**src/rtl/hazard_scoreboard_unit_if.sv**
```systemverilog
// hazard_scoreboard_unit_if: decode/writeback/redirect inputs and stall/flush/scoreboard outputs of the hazard unit
interface hazard_scoreboard_unit_if #(
    parameter int NREGS     = 32,
    parameter int REG_W     = 5,
    parameter int MAX_LOADS = 4
);
    localparam int CW = $clog2(MAX_LOADS + 1);
    logic             id_valid;
    logic [REG_W-1:0] id_rs1;
    logic [REG_W-1:0] id_rs2;
    logic             id_uses_rs1;
    logic             id_uses_rs2;
    logic             id_memRead;
    logic [REG_W-1:0] id_rd;
    logic             wb_valid;
    logic             wb_memRead;
    logic [REG_W-1:0] wb_rd;
    logic             redirect;
    logic             fetch_ack;
    logic             stall;
    logic             flush;
    logic [NREGS-1:0] busy_vec;
    logic [CW-1:0]    pending_cnt;
    modport master (
        output id_valid, id_rs1, id_rs2, id_uses_rs1, id_uses_rs2, id_memRead, id_rd,
        output wb_valid, wb_memRead, wb_rd, redirect, fetch_ack,
        input  stall, flush, busy_vec, pending_cnt
    );
    modport slave (
        input  id_valid, id_rs1, id_rs2, id_uses_rs1, id_uses_rs2, id_memRead, id_rd,
        input  wb_valid, wb_memRead, wb_rd, redirect, fetch_ack,
        output stall, flush, busy_vec, pending_cnt
    );
endinterface

```
**src/rtl/hazard_scoreboard_unit.sv**
```systemverilog
// hazard_scoreboard_unit: per-register load scoreboard, load-capacity limit and held redirect flush for decode
module hazard_scoreboard_unit #(
    parameter int NREGS     = 32,
    parameter int REG_W     = 5,
    parameter int MAX_LOADS = 4,
    parameter int WB_BYPASS = 1
) (
    input logic                    CLK,
    input logic                    nRST,
    hazard_scoreboard_unit_if.slave bus
);
    localparam int CW = $clog2(MAX_LOADS + 1);
    localparam logic [CW-1:0] MAXC = CW'(MAX_LOADS);
    localparam logic BYP = (WB_BYPASS != 0);

    typedef enum logic {IDLE, HOLD} state_t;

    state_t           r_state;
    logic [NREGS-1:0] r_busy;
    logic [CW-1:0]    r_cnt;
    logic [NREGS-1:0] w_busy_nx;
    logic [CW-1:0]    w_cnt_nx;
    logic             w_rel, w_issue, w_haz1, w_haz2, w_cap, w_stall, w_flush;

    assign w_rel   = bus.wb_valid & bus.wb_memRead;
    assign w_haz1  = bus.id_uses_rs1 && bus.id_rs1 != '0 && r_busy[bus.id_rs1]
                     && !(BYP && w_rel && bus.wb_rd == bus.id_rs1);
    assign w_haz2  = bus.id_uses_rs2 && bus.id_rs2 != '0 && r_busy[bus.id_rs2]
                     && !(BYP && w_rel && bus.wb_rd == bus.id_rs2);
    assign w_cap   = bus.id_memRead && r_cnt == MAXC && !w_rel;
    assign w_flush = bus.redirect | (r_state == HOLD);
    assign w_stall = bus.id_valid & !w_flush & (w_haz1 | w_haz2 | w_cap);
    assign w_issue = bus.id_valid & bus.id_memRead & !w_stall & !w_flush;

    // set after clear: a same-cycle issue is the younger writer of that register
    always_comb begin
        w_busy_nx = r_busy;
        if (w_rel) w_busy_nx[bus.wb_rd] = 1'b0;
        if (w_issue && bus.id_rd != '0) w_busy_nx[bus.id_rd] = 1'b1;
        w_busy_nx[0] = 1'b0;
    end

    assign w_cnt_nx = (w_issue && !w_rel && r_cnt != MAXC) ? r_cnt + 1'b1 :
                      (w_rel && !w_issue && r_cnt != '0)   ? r_cnt - 1'b1 : r_cnt;

    always_ff @(posedge CLK or negedge nRST) begin
        if (!nRST) begin
            r_state <= IDLE;
            r_busy  <= '0;
            r_cnt   <= '0;
        end else begin
            r_state <= (!bus.fetch_ack && (bus.redirect || r_state == HOLD)) ? HOLD : IDLE;
            r_busy  <= w_busy_nx;
            r_cnt   <= w_cnt_nx;
        end
    end

    // counter saturation is a protocol error upstream; value holds
    always_ff @(posedge CLK) begin
        if (nRST) begin
            assert (!(w_issue && !w_rel && r_cnt == MAXC));
            assert (!(w_rel && !w_issue && r_cnt == '0));
        end
    end

    assign bus.stall       = w_stall;
    assign bus.flush       = w_flush;
    assign bus.busy_vec    = r_busy;
    assign bus.pending_cnt = r_cnt;
endmodule

```
**src/flat_wrapper.sv**
```systemverilog
// flat-port wrapper written by rule: the top's interface ports become plain ports
module hazard_scoreboard_unit_flat 
#(
    parameter int NREGS     = 32,
    parameter int REG_W     = 5,
    parameter int MAX_LOADS = 4,
    parameter int WB_BYPASS = 1
)
  (CLK, nRST, bus_id_valid, bus_id_rs1, bus_id_rs2, bus_id_uses_rs1, bus_id_uses_rs2, bus_id_memRead, bus_id_rd, bus_wb_valid, bus_wb_memRead, bus_wb_rd, bus_redirect, bus_fetch_ack, bus_stall, bus_flush, bus_busy_vec, bus_pending_cnt);
  hazard_scoreboard_unit_if #(.NREGS(NREGS), .REG_W(REG_W), .MAX_LOADS(MAX_LOADS)) bus_i ();
  input logic CLK;
  input logic nRST;
  input wire logic [$bits(bus_i.id_valid)-1:0] bus_id_valid;
  input wire logic [$bits(bus_i.id_rs1)-1:0] bus_id_rs1;
  input wire logic [$bits(bus_i.id_rs2)-1:0] bus_id_rs2;
  input wire logic [$bits(bus_i.id_uses_rs1)-1:0] bus_id_uses_rs1;
  input wire logic [$bits(bus_i.id_uses_rs2)-1:0] bus_id_uses_rs2;
  input wire logic [$bits(bus_i.id_memRead)-1:0] bus_id_memRead;
  input wire logic [$bits(bus_i.id_rd)-1:0] bus_id_rd;
  input wire logic [$bits(bus_i.wb_valid)-1:0] bus_wb_valid;
  input wire logic [$bits(bus_i.wb_memRead)-1:0] bus_wb_memRead;
  input wire logic [$bits(bus_i.wb_rd)-1:0] bus_wb_rd;
  input wire logic [$bits(bus_i.redirect)-1:0] bus_redirect;
  input wire logic [$bits(bus_i.fetch_ack)-1:0] bus_fetch_ack;
  output wire logic [$bits(bus_i.stall)-1:0] bus_stall;
  output wire logic [$bits(bus_i.flush)-1:0] bus_flush;
  output wire logic [$bits(bus_i.busy_vec)-1:0] bus_busy_vec;
  output wire logic [$bits(bus_i.pending_cnt)-1:0] bus_pending_cnt;
  assign bus_i.id_valid = bus_id_valid;
  assign bus_i.id_rs1 = bus_id_rs1;
  assign bus_i.id_rs2 = bus_id_rs2;
  assign bus_i.id_uses_rs1 = bus_id_uses_rs1;
  assign bus_i.id_uses_rs2 = bus_id_uses_rs2;
  assign bus_i.id_memRead = bus_id_memRead;
  assign bus_i.id_rd = bus_id_rd;
  assign bus_i.wb_valid = bus_wb_valid;
  assign bus_i.wb_memRead = bus_wb_memRead;
  assign bus_i.wb_rd = bus_wb_rd;
  assign bus_i.redirect = bus_redirect;
  assign bus_i.fetch_ack = bus_fetch_ack;
  assign bus_stall = bus_i.stall;
  assign bus_flush = bus_i.flush;
  assign bus_busy_vec = bus_i.busy_vec;
  assign bus_pending_cnt = bus_i.pending_cnt;
  hazard_scoreboard_unit #(.NREGS(NREGS), .REG_W(REG_W), .MAX_LOADS(MAX_LOADS), .WB_BYPASS(WB_BYPASS)) u_core (.CLK(CLK), .nRST(nRST), .bus(bus_i));
endmodule
```
**config.mk**
```make
export PLATFORM = sky130hd
export DESIGN_NAME = hazard_scoreboard_unit_flat
export DESIGN_NICKNAME = d
export VERILOG_FILES = /design/src/rtl/hazard_scoreboard_unit_if.sv /design/src/rtl/hazard_scoreboard_unit.sv /design/src/flat_wrapper.sv
export SDC_FILE = /design/constraint.sdc
export NUM_CORES = 1
export LEC_CHECK = 0
export ABC_AREA = 1
export BUFFER_PORTS_ARGS = -buffer_cell sky130_fd_sc_hd__buf_2
export CORE_MARGIN = 2
export CORE_UTILIZATION = 59
export DETAILED_ROUTE_END_ITERATION = 10
export GPL_TIMING_DRIVEN = 1
export PLACE_DENSITY = 0.93
export SLEW_MARGIN = 30
export SYNTH_ARGS = -nofsm -noshare
export SYNTH_HDL_FRONTEND = slang
export SYNTH_SLANG_ARGS = --single-unit
```
**constraint.sdc**
```tcl
create_clock -name CLK -period 4.2 [get_ports CLK]
set_input_delay 0.63 -clock CLK [delete_from_list [all_inputs] [get_ports CLK]]
set_output_delay 0.63 -clock CLK [all_outputs]
set_load 0.03 [all_outputs]
```
==> summary.md <==
| Metric | Value |
|---|---|
| Fin crit period | 2.86 ns |
| CP max-delay cell | buf_2 |
| Critical-path maximum fanout | 19 |
| Post-DRT Antenna Nets | 0 |
| Synth top area cells | dfrtp_1, nand3_1, nand2_1, inv_1, o21ai_0 |
| Fmax | 0.350 GHz |
| Status | finished, final reports clean |
| Final setup viols | 0 |
| Initial Util | 60.3% |
| Die Y | 72.8 um |
| Static Leak | 1.76 nW |
| CTS tree | done |
| RePlAce Congestion | 1.00 |
| # IOs | 67 |
| Crit-path cells | buf_2, inv_6, nand2_1, nand3_1, a21boi_0, nor2_1, nand2_1, nand3_2, a31o_2, inv_1, buf_2 |
| Cell Count, Final, Fillers Out | 548 |
| Initial antenna violation count | 0 |
| Dpl ws | 1.28 ns |
| Area leader, netlist | dfrtp_1 |
| First-pass GRT wire length | 13,700 um |
| Vias per cell | 6.00 |
| Yosys warning total | 0 |
| Final setup margin | 1.34 ns |
| IO Port Bufs | 65 |
| Fin area | 0.00309 mm^2 |
| Drt initial violations | 517 |
| Total power | 1.05 mW |
| Worst Setup Start Kind | input port |
| Postcts setup bufs | 0 |
| Async S/R FF share, synth | 100% |
| Prevailing post-synth register cell | dfrtp_1 |
| Routed wire length | 8540 um |
| Largest net degree at the start of global routing | 36 |
| Area after DPL | 0.00301 mm^2 |
| DRC Markers | 0 |
| Antenna fix cells | 0 |
| Critical R2R Capture | u_core.bus.pending_cnt[2] |
| R2r setup slk | 1.77 ns |
| Seq/Total Area, Yosys | 31.4% |
| Fin Clk Skew | 0.00441 ns |
| Critical Path Max Stage Delay | 0.32 ns |
| Bufs on Longest Clock Path | 2 |
| Drt pass-1 iters | 6 |
| Commonest cells post-synth | nand2_1, nand3_1, inv_1 |
| Routed len/inst | 15.6 um |
| Vias in the first global route | 2,851 |
| Post-synth top area share | 31.4% |
| Hold WS | 0.413 ns |
| PostCTS Resize Cnt | 0 |
| Filler cells | 419 |
| Endpoint class of the critical path | output pin |
| Syn nets | 470 |
| Critical path required time | 3.57 ns |
| Final Slew Violations | 0 |
| Reg clk slew, reported paths | 0.07 ns |
| CTS Hold Bufs | 0 |
| Fin Setup TNS | 0 ns |
| Net count, final | 524 |
| Post-DP HPWL | 6490 um |
| Post-Syn Instances | 439 |
| Synth Register Bits | 35 |
| Post-synth EDFFs | 0 |
| Rel. slew slack | 47.9% |
| Fin. Hold Viols | 0 |
| Num CTS Buffers | 5 |
| GRT overflow | 0 |
| Total of max-cap violations | 0 |
| HP Class | in2async |
| CTS root buf | clkbuf_8 |
| Placed Cells | 540 |
| R2r startpoint | u_core.bus.busy_vec[3] |
| Die X | 72.8 um |
| Core area | 0.00463 mm^2 |
| Syn avg cell area | 6.36 um^2 |
| Post-Syn Area | 0.00279 mm^2 |
| Num rows | 25 |
| Crit Path Class | in2out |
| Leading cell type by number of instances after synthesis | nand2_1 |
| Worst VDD drop | 0.000324 V |
| Layout cell share with drive strength beyond 1 | 16.8% |
| Routed via count | 3,289 |
| CP startpoint | bus_id_rs2[0] |
| Synth cell types | 28 |
| Worst slew pin tran | 0.780 ns |
| Unrepaired setup endpoints after global routing | false |
| Clock sink count | 35 |
| # H-tree levels | 2 |
| Clock latency on the worst-skew pair | 0.29 ns |
| Die area | 0.00530 mm^2 |
| Worst r2r path cells | 17 |
| Total track usage | 33.1% |
| Core Util, Final | 66.8% |
| CP arrival | 2.23 ns |
| Critical Path End | bus_stall |
| Power density over the cells | 339 mW/mm^2 |
| Area delta synth->final | 10.8% |
| Crit share post-route | 68.1% |
-- how the worst min path moves through the flow --
stage	to	slack, ns	start	cells after the start
CTS	u_core.bus.busy_vec[10]	0.43	nRST	1
finish	u_core.bus.busy_vec[10]	0.41	nRST	1
global route	u_core.r_state	0.47	nRST	1
detailed placement	u_core.r_state	0.50	u_core.r_state	2
global placement	u_core.r_state	0.48	u_core.r_state	2
floorplan	u_core.bus.busy_vec[10]	0.33	nRST	0
-- cell usage in the layout, fill, tap and decap left out, types with 5 or more instances in the layout --
| master | Yosys | layout |
|---|---|---|
| o21ai_0 | 34 | 34 |
| nand3_1 | 101 | 101 |
| dfrtp_1 | 35 | 35 |
| clkbuf_8 | 0 | 5 |
| inv_1 | 51 | 51 |
| nand4_1 | 5 | 5 |
| nor2_1 | 45 | 45 |
| a21oi_1 | 5 | 5 |
| buf_2 | 2 | 65 |
| nand2_1 | 119 | 119 |
-- logic make-up after synthesis --
logic type	Yosys count	synth area share (%)
compound gates	47	8.92
xor+xnor	2	0.628
fa+ha+maj	1	0.717
buf+inv	74	14.1
flops	35	31.4
other cells	1	0.134
simple gates	279	44.1
-- registers in the layout, indices dropped and copies added, names as in the netlist --
name                    flops
u_core.bus.pending_cnt      3
u_core.r_state              1
u_core.bus.busy_vec        31
-- power breakdown --
group	switching [mW]	total (mW)	internal [mW]	leakage [nW]
Sequential	0.0508	0.429	0.378	0.474
Combinational	0.272	0.387	0.114	1.24
Clock	0.118	0.235	0.116	0.0422
Total	0.441	1.05	0.609	1.76
-- cell type report --
cell class                 count  area, um^2  share of cell area (%)
clock buffer                   7        76.3                    2.47
clock inverter                 1        5.00                   0.162
inverter                      56         223                    7.20
multi-input combinational    330        1520                    49.2
sequential                    35         876                    28.3
tap                           54        67.6                    2.18
timing repair buffer          65         325                    10.5
-- worst max-delay path, delay by kind of cell --
family          cells  cell delay [ns]
compound gates      2             0.53
buf+inv             4             0.66
simple gates        5             0.41
-- metal layers --
metal | vias to the layer above | global-route usage, % | share of wire [%] | wire length (um)
met1 | 1457 | 44.2 | 37 | 3190
met5 | - | 0 | 0 | 0
met2 | 252 | 51.5 | 46 | 3970
li1 | 1530 | - | - | -
met4 | 0 | 13.8 | 4.0 | 338
met3 | 50 | 7.87 | 12 | 1050
(Power assumes the default switching activity.)
